File: config.mk
export PLATFORM = sky130hd
export DESIGN_NAME = hdr_route_stage
export DESIGN_NICKNAME = d
export VERILOG_FILES = /design/src/rtl/hdr_route_stage.sv
export SDC_FILE = /design/constraint.sdc
export NUM_CORES = 1
export LEC_CHECK = 0
export ABC_AREA = 1
export BUFFER_PORTS_ARGS = -buffer_cell sky130_fd_sc_hd__buf_2
export CORE_MARGIN = 4
export CORE_UTILIZATION = 48
export CTS_CLUSTER_SIZE = 25
export DETAILED_ROUTE_END_ITERATION = 6
export PLACE_DENSITY_LB_ADDON = 0.12
export SETUP_SLACK_MARGIN = 0.2
export SLEW_MARGIN = 30
export SYNTH_ARGS = -nofsm -noshare
export SYNTH_HDL_FRONTEND = slang
export SYNTH_SLANG_ARGS = --single-unit
File: constraint.sdc
create_clock -name clk -period 4.6 [get_ports clk]
set_clock_uncertainty 0.05 [all_clocks]
set_input_delay 0.92 -clock clk [delete_from_list [all_inputs] [get_ports clk]]
set_output_delay 0.92 -clock clk [all_outputs]
set_load 0.05 [all_outputs]
File: src/rtl/hdr_route_stage.sv
// hdr_route_stage: header decode and XY route compute for the router input path.
// The route and hop-decremented header are computed combinationally from in_pkt
// and stored with the packet in a 2-entry skid FIFO (head register + skid register).
// The head register drives out_* directly, so no input reaches an output combinationally.
module hdr_route_stage #(
  parameter int PKT_W = 64,
  parameter int RSV_W = 5,
  parameter int HOP_W = 4,
  parameter int SRC_W = 8,
  parameter int CNT_W = 16
) (
  input  logic             clk,
  input  logic             reset,
  input  logic             in_valid,
  output logic             in_ready,
  input  logic [PKT_W-1:0] in_pkt,
  output logic             out_valid,
  input  logic             out_ready,
  output logic [PKT_W-1:0] out_pkt,
  output logic [4:0]       out_route,
  output logic             out_vc,
  output logic [CNT_W-1:0] fwd_cnt
);

  // Header bit positions, MSB first: vc dx dy rsv hx hy srcx srcy payload
  localparam int VC_BIT = PKT_W - 1;
  localparam int DX_BIT = PKT_W - 2;
  localparam int DY_BIT = PKT_W - 3;
  localparam int HX_LSB = PKT_W - 3 - RSV_W - HOP_W;
  localparam int HY_LSB = HX_LSB - HOP_W;
  // Source fields sit directly below hy; they pass through untouched.
  localparam int SRC_LSB = HY_LSB - 2 * SRC_W;

  localparam logic [4:0] ROUTE_E     = 5'b00001;
  localparam logic [4:0] ROUTE_W     = 5'b00010;
  localparam logic [4:0] ROUTE_N     = 5'b00100;
  localparam logic [4:0] ROUTE_S     = 5'b01000;
  localparam logic [4:0] ROUTE_LOCAL = 5'b10000;

  // Hop decrement that parks at zero instead of wrapping.
  function automatic logic [HOP_W-1:0] hop_dec(input logic [HOP_W-1:0] h);
    if (h == '0) return '0;
    return h - HOP_W'(1);
  endfunction

  // Forwarded-packet counter increment that saturates at all-ones.
  function automatic logic [CNT_W-1:0] cnt_sat_inc(input logic [CNT_W-1:0] c);
    if (c == '1) return c;
    return c + CNT_W'(1);
  endfunction

  // ---- stage p0: decode and route compute on the incoming packet ----
  logic [HOP_W-1:0] hx_p0;
  logic [HOP_W-1:0] hy_p0;
  logic             dx_p0;
  logic             dy_p0;
  logic [PKT_W-1:0] pkt_p0;
  logic [4:0]       route_p0;

  assign hx_p0 = in_pkt[HX_LSB +: HOP_W];
  assign hy_p0 = in_pkt[HY_LSB +: HOP_W];
  assign dx_p0 = in_pkt[DX_BIT];
  assign dy_p0 = in_pkt[DY_BIT];

  // X dimension first, then Y, then deliver locally; only the active hop field changes.
  always_comb begin
    pkt_p0   = in_pkt;
    route_p0 = ROUTE_LOCAL;
    if (hx_p0 != '0) begin
      route_p0                   = dx_p0 ? ROUTE_W : ROUTE_E;
      pkt_p0[HX_LSB +: HOP_W]    = hop_dec(hx_p0);
    end else if (hy_p0 != '0) begin
      route_p0                   = dy_p0 ? ROUTE_S : ROUTE_N;
      pkt_p0[HY_LSB +: HOP_W]    = hop_dec(hy_p0);
    end
  end

  // ---- stage p1: 2-entry skid FIFO (head drives outputs, skid holds the second entry) ----
  logic [PKT_W-1:0] head_pkt_q,   head_pkt_d;
  logic [4:0]       head_route_q, head_route_d;
  logic             head_vld_q,   head_vld_d;
  logic [PKT_W-1:0] skid_pkt_q,   skid_pkt_d;
  logic [4:0]       skid_route_q, skid_route_d;
  logic             skid_vld_q,   skid_vld_d;
  logic [CNT_W-1:0] fwd_cnt_q,    fwd_cnt_d;
  logic             push;
  logic             pop;

  // The skid entry is only ever occupied behind a valid head, so "full" is skid_vld_q.
  assign in_ready = ~reset & ~(head_vld_q & skid_vld_q);
  assign push     = in_valid & in_ready;
  assign pop      = head_vld_q & out_ready;

  // FIFO next state: pop promotes skid to head, push fills the first free slot in order.
  always_comb begin
    head_pkt_d   = head_pkt_q;
    head_route_d = head_route_q;
    head_vld_d   = head_vld_q;
    skid_pkt_d   = skid_pkt_q;
    skid_route_d = skid_route_q;
    skid_vld_d   = skid_vld_q;
    fwd_cnt_d    = fwd_cnt_q;
    if (pop) begin
      fwd_cnt_d = cnt_sat_inc(fwd_cnt_q);
      if (skid_vld_q) begin
        head_pkt_d   = skid_pkt_q;
        head_route_d = skid_route_q;
        if (push) begin
          skid_pkt_d   = pkt_p0;
          skid_route_d = route_p0;
        end else begin
          skid_vld_d   = 1'b0;
        end
      end else if (push) begin
        head_pkt_d   = pkt_p0;
        head_route_d = route_p0;
      end else begin
        // Going empty: head payload is left in place so out_pkt/out_route hold.
        head_vld_d   = 1'b0;
      end
    end else if (push) begin
      if (!head_vld_q) begin
        head_pkt_d   = pkt_p0;
        head_route_d = route_p0;
        head_vld_d   = 1'b1;
      end else begin
        skid_pkt_d   = pkt_p0;
        skid_route_d = route_p0;
        skid_vld_d   = 1'b1;
      end
    end
  end

  // Head register, occupancy and counter; reset clears everything visible at the outputs.
  always_ff @(posedge clk) begin
    if (reset) begin
      head_pkt_q   <= '0;
      head_route_q <= '0;
      head_vld_q   <= 1'b0;
      skid_vld_q   <= 1'b0;
      fwd_cnt_q    <= '0;
    end else begin
      head_pkt_q   <= head_pkt_d;
      head_route_q <= head_route_d;
      head_vld_q   <= head_vld_d;
      skid_vld_q   <= skid_vld_d;
      fwd_cnt_q    <= fwd_cnt_d;
    end
  end

  // Skid data is qualified by skid_vld_q, so it needs no reset.
  always_ff @(posedge clk) begin
    skid_pkt_q   <= skid_pkt_d;
    skid_route_q <= skid_route_d;
  end

  // ---- outputs: straight from the head register ----
  assign out_valid = head_vld_q;
  assign out_pkt   = head_pkt_q;
  assign out_route = head_route_q;
  assign out_vc    = head_pkt_q[VC_BIT];
  assign fwd_cnt   = fwd_cnt_q;

  // The source fields are forwarded as part of the packet; named here for readers only.
  logic [2*SRC_W-1:0] src_unused;
  assign src_unused = head_pkt_q[SRC_LSB +: 2*SRC_W];

endmodule
# == Word-level counts from Yosys, hierarchy flattened ==
# Index checks and enable logic that the tools add are counted.
# totals
inputBits,68
output_inout_bits,88
word_cells,80
regBits,156
# classes
reduce_logical,12
n_mux,46
n_addsub,3
bitwise,6
n_eq_ne,6
# ops
operator,count
64-bit 2-to-1 mux,9
5-bit 2-to-1 mux,11
4-bit 2-to-1 mux,8
"16-bit by 1-bit adder with 16-bit output, second input constant",1
"16-bit equality test, second input constant",1
1-bit 2-to-1 mux,16
16-bit 2-to-1 mux,1
3-bit AND reduction,3
4-bit logical NOT,2
"2-bit != test, second input constant",4
4-bit nonzero test,2
"4-bit by 1-bit subtractor with 4-bit output, second input constant",2
2-bit nonzero test,3
1-bit AND,4
2-bit AND reduction,2
2-bit 2-to-1 mux,1
"2-bit by 1-bit != test with 1-bit output, second input constant",1
1-bit inverter,2

# == Depth between registers and ports, before layout ==
# Gate-level depths: netlist of run 1.
# depth
word_depth,10
mapped_depth,10
ltp_nobuf,9

# == Least setup slack after synthesis of run 1 ==
# Ideal clock, no wire load.
# synth_path
kind,input to register
start,in out_ready
end,reg skid_pkt_q[0] (enable)
setup_ns,0.498
path_slack_ns,-0.033
t_required_ns,4.052
cell_stages,3
path_buffers,0
arrival_time_ns,4.086
cell_sequence,nand2_2 nand2_1 nor2_1
# synth_via
elab_chain_len,3
elab_cells_between_ends,4
# synth_rtl
item,line_no,source
start: declaration,18,"input logic out_ready,"
1-bit AND (*),92,assign pop = head_vld_q & out_ready;
2-bit != test (no line) or 2-bit nonzero test (tied branches),n/a,
3-bit AND reduction (no line) (*),n/a,
end signal: assignment,153,skid_pkt_q <= skid_pkt_d;
end: declaration,82,"logic [PKT_W-1:0] skid_pkt_q, skid_pkt_d;"
# Every way passes the cells marked *; elsewhere a longest branch is shown, timed or not.
# A chain may end at the register's enable or synchronous reset.

# == Final worst setup path of run 1 ==
# layout_path
start,in reset
end,"reg head_route_q[4], in the netlist out_route[4]"
# layout_via
elab_chain_len,5
elab_cells_between_ends,6
# layout_rtl
item,line_no,source
start: declaration,13,"input logic reset,"
1-bit inverter,90,assign in_ready = ~reset & ~(head_vld_q & skid_vld_q);
1-bit AND,90,
1-bit AND,91,assign push = in_valid & in_ready;
2-bit nonzero test (no line),n/a,
3-bit AND reduction (no line),n/a,
end signal: assignment,144,head_route_q <= head_route_d;
end: declaration,80,"logic [4:0] head_route_q, head_route_d;"
# Several ways; a longest one is shown, not always the timed one.

==> results of run 1 <==
power groups by stage:
stage | clock, mW | combinational [mW] | sequential [mW]
2_1_floorplan | 0 | 0.144 | 1.75
3_3_place_gp | 0 | 0.430 | 1.58
3_5_place_dp | 0 | 0.438 | 1.58
4_1_cts | 1.56 | 0.439 | 1.55
5_1_grt | 1.62 | 0.470 | 1.56
6_report | 1.54 | 0.436 | 1.55
final timing paths:
check | from | end | slack [ps] | cells past startpoint
worst min register to register | out_pkt[58] | out_pkt[58] | 440 | 1
worst max register to register | out_valid | out_route[4] | 2040 | 8
worst max-delay path | reset | out_route[4] | 1830 | 10
worst min-delay path | out_pkt[58] | out_pkt[58] | 440 | 1
stage by stage:
step                setup slack, ps  instances  power (mW)  hold WS [ps]
floorplan                      1130        676        1.89           403
global placement               1290        973        2.01           420
detailed placement             1450        973        2.02           430
CTS                            1830       1005        3.55           445
global route                   1560       1005        3.65           461
finish                         1830       1005        3.52           441
flip-flops by register name (all words and copies together) (netlist names):
| signal | cells |
|---|---|
| fwd_cnt | 16 |
| out_pkt | 64 |
| out_route | 5 |
| out_valid | 1 |
| skid_pkt_q | 64 |
| skid_route_q | 5 |
| skid_vld_q | 1 |
cells by family after synthesis:
group                      share of synthesized area (%)
AOI/OAI and AO/OA                                   13.5
DFF                                                 58.9
adders and majority gates                          0.580
xor gates and xnor gates                            1.35
buffers and inverters                               5.02
and+or+nand+nor                                     20.6
synthesized netlist by cell type, types with 2 or more instances:
cell	number
inv_2	3
o211a_1	57
edfxtp_1	69
clkbuf_1	11
nand2_1	197
xnor2_1	4
nand3_1	71
buf_4	4
a21oi_1	35
dfxtp_1	87
nor2_1	42
buf_2	23
xor2_1	6
buf_6	2
inv_1	28
ha_1	3
nand4_1	6
o21ai_0	19
nor2_4	2
nand2_2	2
worst max-delay path: cells and delay by family:
family	cells	cell delay, ps
AOI/OAI and AO/OA	1	160
buffers and inverters	5	1230
and+or+nand+nor	4	620
cell type report:
| type | instances | area, sq um |
|---|---|---|
| clock inverters | 14 | 216 |
| well taps | 176 | 220 |
| fillers | 1168 | 5270 |
| inverters | 31 | 118 |
| repair buffers | 161 | 825 |
| multi-input cells | 449 | 2340 |
| flip-flops and latches | 156 | 3810 |
| clock buffers | 18 | 439 |
layer usage:
layer,GRT usage (%),vias up,share of wire (%)
li1,-,2591,-
met1,26.8,2502,43
met2,31.3,164,47
met3,5.95,25,7.1
met4,8.49,2,2.3
met5,0,-,0.076
==> metrics.md, run 1 <==
| Metric | Value |
|---|---|
| Outcome | `finished with violations` |
| Failing checks | `design-rule violations` |
| Max Cap Violations | `0` |
| Via density | `5.26` |
| Rel. slew slack | `43.4%` |
| Max Root-Sink Buffers | `2` |
| Slowest-stage cell, CP | `buf_6` |
| Top cell type's share of synthesized area | `~32%` |
| Hold Vio Cnt, Final | `0` |
| Post-synth ARST share | `0%` |
| Warning count from the yosys run | `0` |
| Commonest cells after routing, fill and taps aside | `nand2_1, buf_2, dfxtp_1` |
| # Post-CTS Setup Buffers | `0` |
| Sw Share | `around 26%` |
| Arrival time worst endpoint | `3020 ps` |
| Clock sink total | `156` |
| Clock-pin transition on the worst setup and hold timing paths | `60 ps` |
| Finished Cell Area | `about 8000 sq um` |
| Post-detailed-route count of antenna-violating nets | `0` |
| RSZ-0062 raised after global routing | `false` |
| Critical-path cell list | `buf_2 > inv_2 > nand3_1 > nand2_1 > nand2_1 > clkinv_2 > buf_6 > nand3_1 > o211ai_1 > inv_1` |
| Final WL | `roughly 16000 um` |
| Ys flop type | `dfxtp_1` |
| Hold_buf cts | `0` |
| Post-synth cell types | `25` |
| Max Slew Vio Count | `0` |
| Die H | `between 100 and 150 um` |
| CP Launch Type | `primary input` |
| Largest cells by area after synthesis | `edfxtp_1, dfxtp_1, nand2_1, o211a_1, nand3_1` |
| Min-Delay Path Class | `register to register` |
| Area leader, netlist | `edfxtp_1` |
| Minimum clock period | `~2800 ps` |
| Lkg Pwr | `roughly 3.8 nW` |
| PortBufs | `approximately 160` |
| Rows | `42` |
| Power Dens Cells | `442 nW/um^2` |
| IO Pins | `156` |
| # DRC | `1` |
| Slew @ Worst Pin | `approximately 850 ps` |
| # nets final | `887` |
| Largest net degree at the start of global routing | `about 120` |
| Vias in the first global route | `4977` |
| Setup CP Type | `primary input to register` |
| Post-synth EDFFs | `between 60 and 70` |
| Die W | `124 um` |
| Most common cell after layout, fill and taps aside | `nand2_1` |
| Register area share after synthesis | `about three fifths` |
| Clock power frac | `a little over two fifths` |
| Starting Density | `approximately half` |
| Detailed-route via count | `5284` |
| CP required | `about 4900 ps` |
| Mapped cell area | `around 6500 sq um` |
| Tot GR Track Use | `20.3%` |
| Core Util, Final | `approximately three fifths` |
| DR iter-0 viols | `421` |
| Initial antenna violation count | `1` |
| Mapped Nets | `about 750` |
| Number of diodes | `0` |
| # H-tree levels | `4` |
| Crit end category | `register` |
| Max VDD drop | `between 0.0002 and 0.00025 V` |
| First-pass GRT wire length | `around 24000 um` |
| Clock Tree Root | `clkbuf_16` |
| CP max stage delay | `600 ps` |
| Fmax | `~0.36 GHz` |
| Sequential power share | `44.0%` |
| CTS tree | `done` |
| Setup Viol. Count Final | `0` |
| Grt total ovfl | `0` |
| TNS Setup | `0 ps` |
| P&R area growth vs syn | `23.2%` |
| Internal | `2.61 mW` |
| CP max FO | `117` |
| Layout cell share with drive strength beyond 1 | `between 20% and 30%` |
| HPWL Detailed | `a little under 10000 um` |
| Cell Area, Placed | `about 7300 sq um` |
| GP Congestion | `0.858` |
| Share of the clock period used by the worst path | `60.2%` |
| Synth Area per Inst | `9.58 sq um` |
| Area of the die | `approximately 15000 sq um` |
| Post_cts resized | `0` |
| Drt first pass iters | `7` |
| Routed WL per cell | `roughly 16 um` |
| CTS buffer count | `17` |
| Net Sw Power | `a little over 0.9 mW` |
| Clock Latency Late Sink | `approximately 420 ps` |
| Synth Register Bits | `about 160` |
| Comb pwr share | `around an eighth` |
| Core area | `between 10000 and 15000 sq um` |
| Syn Inst Count | `between 600 and 700` |
Power figures use the tool's default switching activity.
==> run 2: changes to the inputs <==
- clock period: 4.6 -> 2.44 ns (I/O delays scaled with it)
==> metrics.md, run 2 (synthesis results as in run 1) <==
| Metric | Value |
|---|---|
| # nets final | `about 890` |
| Setup CP Type | `register to register` |
| GP Congestion | `between 0.8 and 0.9` |
| Critical-path cell list | `ha_1 > inv_1 > nor2_4 > nand2_2 > nor2_1 > nor2_2 > nand2_1 > a21oi_1` |
| Power Dens Cells | `~800 nW/um^2` |
| Number of diodes | `0` |
| Layout cell share with drive strength beyond 1 | `24.4%` |
| Clock-pin transition on the worst setup and hold timing paths | `around 60 ps` |
| CTS buffer count | `17` |
| IO Pins | `about 160` |
| Max Cap Violations | `0` |
| First-pass GRT wire length | `between 20000 and 25000 um` |
| Arrival time worst endpoint | `2170 ps` |
| RSZ-0062 raised after global routing | `false` |
| CP max FO | `16` |
| # H-tree levels | `4` |
| CP top delay family | `simple AND/OR/NAND/NOR gates` |
| Post_cts resized | `0` |
| Post-detailed-route count of antenna-violating nets | `0` |
| Worst Path Buf+Inv | `1` |
| TNS Setup | `0 ps` |
| Routed WL per cell | `around 15 um` |
| Setup Viol. Count Final | `0` |
| Area of the die | `between 15000 and 20000 sq um` |
| Die W | `about 120 um` |
| Most common cell after layout, fill and taps aside | `nand2_1` |
| Clock sink total | `about 160` |
| Hold_buf cts | `0` |
| Rel. slew slack | `49.0%` |
| CP max stage delay | `around 480 ps` |
| Finished Cell Area | `between 7000 and 8000 sq um` |
| Commonest cells after routing, fill and taps aside | `nand2_1, buf_2, dfxtp_1` |
| Clock Latency Late Sink | `400 ps` |
| DR iter-0 viols | `between 300 and 400` |
| Outcome | `finished clean` |
| Via density | `around 5` |
| Clock Tree Root | `clkbuf_16` |
| # fillers | `around 1200` |
| Min-Delay Path Class | `primary input to register` |
| PortBufs | `approximately 160` |
| Tot GR Track Use | `roughly a fifth` |
| Starting Density | `about half` |
| Drt first pass iters | `5` |
| Max Root-Sink Buffers | `2` |
| CTS tree | `done` |
| Slowest-stage cell, CP | `nor2_2` |
| Place WS | `between 400 and 500 ps` |
| # DRC | `0` |
| Share of the clock period used by the worst path | `77.0%` |
| Final worst slack | `approximately 560 ps` |
| Detailed-route via count | `slightly above 5000` |
| Max Slew Vio Count | `0` |
| Final WL | `between 15000 and 20000 um` |
| Slew @ Worst Pin | `between 700 and 800 ps` |
| Fmax | `between 0.5 and 0.6 GHz` |
| P&R area growth vs syn | `23.4%` |
| Lkg Pwr | `~3.8 nW` |
| Max VDD drop | `about 0.00044 V` |
| # Post-CTS Setup Buffers | `0` |
| HPWL Detailed | `between 9000 and 10000 um` |
| Crit end category | `register` |
| CP required | `2730 ps` |
| Die H | `about 120 um` |
| Core area | `13200 sq um` |
| Minimum clock period | `about 1900 ps` |
| CP Launch Type | `register` |
| Vias in the first global route | `between 4000 and 5000` |
| Grt total ovfl | `0` |
| Largest net degree at the start of global routing | `71` |
| Rows | `42` |
| Initial antenna violation count | `0` |
| Cell Area, Placed | `about 7400 sq um` |
| Hold Vio Cnt, Final | `0` |
run 2: changes by cell type in the layout (fill, tap and decap cells not counted), moves of 2 or more:
| cell | previous run | this run |
|---|---|---|
| buf_12 | 0 | 4 |
| clkbuf_1 | 0 | 4 |
| clkinv_4 | 4 | 0 |
| buf_4 | 5 | 7 |
| bufinv_16 | 5 | 3 |
run 2: layout make-up:
class	count	area, sq um	area share [%]
flip-flops and latches	156	3810	47.7
multi-input cells	449	2340	29.3
repair buffers	166	908	11.4
clock buffers	23	468	5.86
well taps	176	220	2.76
clock inverters	8	119	1.49
inverters	31	118	1.47
run 2: routing by layer:
layer	up-vias	share of wire (%)	global-route usage [%]
li1	2602	-	-
met5	-	0	0
met4	0	0.69	6.78
met3	7	7.2	5.63
met2	157	48	31.5
met1	2405	44	25.9
run 2: report_power, final:
part	leakage (nW)	total, mW	internal (mW)	switching [mW]
Combinational	2.15	0.831	0.227	0.605
Sequential	1.34	2.92	2.86	0.0615
Clock	0.281	2.62	1.65	0.966
run 2: through the flow:
stage	power [mW]	utilization [%]	hold slack [ps]	cells
floorplan	3.57	-	403	676
global placement	3.80	55.9	418	978
detailed placement	3.81	55.9	434	978
CTS	6.44	60.3	190	1009
global route	6.61	60.3	191	1009
finish	6.37	60.3	222	1009
run 2: worst reg2reg max path: stages, from the launching register on:
cell     delay, ps
dfxtp_1        360
ha_1           290
inv_1          120
nor2_4          60
nand2_2        110
nor2_1          70
nor2_2         480
nand2_1        130
a21oi_1        150
run 2: path summary, 6_finish.rpt:
path	from	to	slack (ps)	cells after the start
worst min-delay path	in_pkt[59]	skid_pkt_q[59]	220	1
worst min register to register	out_pkt[18]	out_pkt[18]	450	1
worst max-delay path	fwd_cnt[0]	fwd_cnt[3]	560	8
worst max register to register	fwd_cnt[0]	fwd_cnt[3]	560	8
